$ cat config.mk
export PLATFORM = sky130hd
export DESIGN_NAME = subn_arbiter
export DESIGN_NICKNAME = d
export VERILOG_FILES = /design/src/rtl/subn_arbiter_pkg.sv /design/src/rtl/rr_pick.sv /design/src/rtl/subn.sv /design/src/rtl/subn_arbiter.sv
export SDC_FILE = /design/constraint.sdc
export NUM_CORES = 1
export LEC_CHECK = 0
export ABC_AREA = 1
export CAP_MARGIN = 20
export CORE_MARGIN = 2
export CORE_UTILIZATION = 46
export DETAILED_ROUTE_END_ITERATION = 12
export GPL_TIMING_DRIVEN = 1
export PLACE_DENSITY_LB_ADDON = 0.2
export SLEW_MARGIN = 25
export SYNTH_ARGS = -nofsm -noshare
export SYNTH_HDL_FRONTEND = slang
export SYNTH_SLANG_ARGS = --single-unit
export TNS_END_PERCENT = 100
$ cat constraint.sdc
create_clock -name clk -period 3.88 [get_ports clk]
set_input_delay 0.97 -clock clk [delete_from_list [all_inputs] [get_ports clk]]
set_output_delay 0.97 -clock clk [all_outputs]
set_load 0.05 [all_outputs]
$ cat src/rtl/subn_arbiter_pkg.sv
// Shared definitions for the subn_arbiter slice: FSM encoding and datapath sizing.
package subn_arbiter_pkg;

    localparam int SUBN_W    = 16;
    localparam int N_REQ_MAX = 8;

    typedef enum logic [1:0] {
        IDLE = 2'd0,
        CALC = 2'd1,
        RESP = 2'd2
    } state_t;

endpackage

$ cat src/rtl/rr_pick.sv
// Combinational round-robin picker: first asserted valid scanning ptr, ptr+1, ... with wrap.
module rr_pick #(
    parameter  int N  = 4,
    localparam int IW = $clog2(N)
) (
    input  logic [N-1:0]  valid,
    input  logic [IW-1:0] ptr,
    output logic [N-1:0]  grant,
    output logic [IW-1:0] idx,
    output logic          any
);

    always_comb begin
        int j;
        j     = 0;
        grant = '0;
        idx   = '0;
        any   = 1'b0;
        for (int k = 0; k < N; k++) begin
            j = (int'(ptr) + k) % N;
            if (!any && valid[IW'(j)]) begin
                any             = 1'b1;
                grant[IW'(j)]   = 1'b1;
                idx             = IW'(j);
            end
        end
    end

endmodule

$ cat src/rtl/subn.sv
// Shared subtractor datapath: d = a - b, c is the borrow out (a < b unsigned).
module subn #(
    parameter int W = 16
) (
    input  logic [W-1:0] a,
    input  logic [W-1:0] b,
    output logic [W-1:0] d,
    output logic         c
);

    assign {c, d} = {1'b0, a} - {1'b0, b};

endmodule

$ cat src/rtl/subn_arbiter.sv
// Round-robin arbiter sharing one subn subtractor between N_REQ requesters.
// Define SUBN_ARB_SAT_EN to clamp the difference to 0 whenever a borrow occurs.
module subn_arbiter
    import subn_arbiter_pkg::*;
#(
    parameter  int N_REQ = 4,
    localparam int ID_W  = $clog2(N_REQ)
) (
    input  logic                    clk,
    input  logic                    rst,
    input  logic [N_REQ-1:0]        req_valid,
    output logic [N_REQ-1:0]        req_ready,
    input  logic [SUBN_W*N_REQ-1:0] req_a,
    input  logic [SUBN_W*N_REQ-1:0] req_b,
    output logic                    rsp_valid,
    input  logic                    rsp_ready,
    output logic [ID_W-1:0]         rsp_id,
    output logic [SUBN_W-1:0]       rsp_d,
    output logic                    rsp_borrow,
    output state_t                  dbg_state
);

    // Handshake: a request i transfers on a cycle with req_valid[i] & req_ready[i];
    // a response transfers on a cycle with rsp_valid & rsp_ready. Neither ready
    // depends on the same channel's valid except through the one-hot grant.

    state_t              state, state_nxt;
    logic [ID_W-1:0]     ptr;
    logic [ID_W-1:0]     id_q;
    logic [SUBN_W-1:0]   op_a, op_b;
    logic [SUBN_W-1:0]   sel_a, sel_b;
    logic [SUBN_W-1:0]   sub_d, d_res;
    logic                sub_c;
    logic [N_REQ-1:0]    pick_grant;
    logic [ID_W-1:0]     pick_idx;
    logic                pick_any;
    logic                accept_win;
    logic                accept;

    rr_pick #(.N(N_REQ)) u_pick (
        .valid (req_valid),
        .ptr   (ptr),
        .grant (pick_grant),
        .idx   (pick_idx),
        .any   (pick_any)
    );

    subn #(.W(SUBN_W)) u_subn (
        .a (op_a),
        .b (op_b),
        .d (sub_d),
        .c (sub_c)
    );

`ifdef SUBN_ARB_SAT_EN
    assign d_res = sub_c ? '0 : sub_d;
`else
    assign d_res = sub_d;
`endif

    // Retiring a response and accepting the next request share the same cycle.
    assign accept_win = !rst && ((state == IDLE) || (state == RESP && rsp_ready));
    assign accept     = accept_win && pick_any;
    assign req_ready  = accept_win ? pick_grant : '0;
    assign rsp_valid  = (state == RESP);
    assign dbg_state  = state;

    always_comb begin
        sel_a = '0;
        sel_b = '0;
        for (int i = 0; i < N_REQ; i++) begin
            if (pick_idx == ID_W'(i)) begin
                sel_a = req_a[SUBN_W*i +: SUBN_W];
                sel_b = req_b[SUBN_W*i +: SUBN_W];
            end
        end
    end

    always_comb begin
        state_nxt = state;
        case (state)
            IDLE:    if (pick_any) state_nxt = CALC;
            CALC:    state_nxt = RESP;
            RESP:    if (rsp_ready) state_nxt = pick_any ? CALC : IDLE;
            default: state_nxt = IDLE;
        endcase
    end

    always_ff @(posedge clk) begin
        if (rst) begin
            state      <= IDLE;
            ptr        <= '0;
            id_q       <= '0;
            op_a       <= '0;
            op_b       <= '0;
            rsp_d      <= '0;
            rsp_borrow <= 1'b0;
            rsp_id     <= '0;
        end else begin
            state <= state_nxt;
            if (accept) begin
                op_a <= sel_a;
                op_b <= sel_b;
                id_q <= pick_idx;
                ptr  <= (pick_idx == ID_W'(N_REQ - 1)) ? '0 : pick_idx + 1'b1;
            end
            if (state == CALC) begin
                rsp_d      <= d_res;
                rsp_borrow <= sub_c;
                rsp_id     <= id_q;
            end
        end
    end

endmodule
==> flow_summary.ini <==
[status]
outcome = completed

[placed_design]
hpwlAfterDp_um = 10300
numPortBuffers = 160
place_area_mm2 = 0.006203
pre_cts_ws_ps = -44.70
gp_congestion = 0.9639

[routing]
dr.first_iter.drc_count = 140
vias = 5140
first_pass_iters = 5
ant_nets = 0
via_per_inst = 5.020
drc = 0
drt_wl_total_um = 12870
post_drt_wl_per_cell_um = 12.57

[timing]
fmax_mhz = 274.9
slew_violations = 0
relSlewSlack = 0.4418
worst_pin_slew_ps = 836.4
grt_setup_unrepaired = no
period_share = 0.9374
setup_viol = 0
setup_slack_ps = 242.9
finClkSkew_ps = 9.811
holdWs_ps = 464.5
hold_viol = 0
fin_setup_tns_ps = 0
fin_crit_ps = 3637

[floorplanning]
die-area_mm2 = 0.01063
num_rows = 36
ios = 161
start_util = 0.4687
core-area_mm2 = 0.009639
fp.dieW_um = 103.1
die_y_um = 103.1

[layout]
diodes = 0
drive_gt1_frac = 0.07183
area_growth_syn_to_layout_pct = 41.96
layout.nets = 1050
design_area_mm2 = 0.006414

[yosys]
ys_ff_latch = 57
synth.area.top_cells = dfxtp_1 (25%), nand2_1 (20%), o21ai_0 (7.9%)
synth.distinct_cells = 35
synth-warning-count = 0
seq_area_frac_synth = 0.2526
synth_cells = 745
netlist_area_mm2 = 0.004518
yosysMostFrequentCell = nand2_1
synth_top_area_cell = dfxtp_1
ys.flop_type = dfxtp_1
async_reset_ff_frac = 0
synth_edf_count = 0
synth_common_cells = nand2_1 (241), nor2_1 (86), o21ai_0 (71)
synth_area_per_cell_um2 = 6.065
synth_top_area_share = 0.2526
syn_nets = 909

[critical_path]
cp-end-kind = output pin
worstRegToRegCells = 16
arrival_ps = 2670
cp.required_ps = 2910
critPathMaxFanout = 12
start_kind = flip-flop
critPathKind = reg2out

[clock_network]
numCtsBuffers = 9
h-tree-depth = 3
cts_tree = done
postCtsSetupBuffers = 0
cts_hold_buf = 0
clk_latency_ps = 340
numClockSinks = 57
path_clk_slew_ps = 60
cts.path.max_buffers = 2
ctsResizeCount = 0
cts_root_buf = clkbuf_8

[global_route]
grt_max_degree = 53
grt-ovfl-total = 0
antenna_found_initial = 0
grt_pass1_wl_um = 21430
grt_usage = 0.2515
grt_pass1_vias = 4977

[hold_path]
min_path_cells = 2
hp-class = reg2reg

[run]
max-cap-violations = 0
## metal layers
metal | global-route usage | vias up | wire length [um]
li1 | - | 2676 | -
met1 | 0.2897 | 2261 | 5396
met2 | 0.4625 | 174 | 6362
met3 | 0.04271 | 29 | 761
met4 | 0.09514 | 0 | 347
met5 | 0 | - | 0
## worst max-delay path: stages (launching register included)
cell and delay (ps):
dfxtp_1 500, inv_2 180, ha_1 410, inv_1 180
nand3_1 110, nand2_2 140, nand2_1 110, nor2_2 180
nand2_1 80, nand2_1 70, nor2_1 40, nor2_1 170
buf_12 160
## cell type report
| type | instances | area [um2] |
|---|---|---|
| fill | 889 | 3226 |
| clock buffer | 10 | 127.6 |
| inverter | 66 | 260.3 |
| clock inverter | 6 | 82.58 |
| multi-input combinational | 585 | 2917 |
| tap | 133 | 166.4 |
| sequential | 57 | 1141 |
| timing repair buffer | 167 | 1719 |
## cell usage in the layout (no fill, tap or decap), types with 9 or more instances in the layout
master,instances
a21oi_1,59
a21oi_2,17
clkbuf_8,9
clkdlybuf4s50_1,156
dfxtp_1,57
ha_1,28
inv_1,60
nand2_1,241
nand3_1,23
nor2_1,86
o21ai_0,71
o21ai_1,20
## stage by stage
stage	util	cells
2_1_floorplan	-	745
3_5_place_dp	0.6436	1008
5_1_grt	0.6654	1024
3_3_place_gp	0.6436	1008
6_report	0.6654	1024
4_1_cts	0.6654	1024
## final timing paths
| kind | start | slack, ps | endpoint |
|---|---|---|---|
| max reg2reg | ptr[1] | 340 | op_b[1] |
| min reg2reg | rsp_borrow | 460 | rsp_borrow |
| min | rsp_borrow | 460 | rsp_borrow |
| max | ptr[1] | 240 | req_ready[3] |
## state kept, by name, indices dropped and copies added (netlist names)
signal,cells
id_q,2
rsp_borrow,1
op_a,16
ptr,2
rsp_d,16
rsp_id,2
op_b,16
dbg_state,2
## cell families after synthesis
logic type / share of synthesized area
buffers and inverters: 0.1019
flip-flops: 0.2526
adder cells (fa/ha/maj): 0.08197
AO/OA/AOI/OAI: 0.2179
AND/OR/NAND/NOR: 0.3340
XOR/XNOR: 0.01163
Power is not shown: default switching activity piles up to over one toggle a cycle in this logic, so the estimate is an artifact.
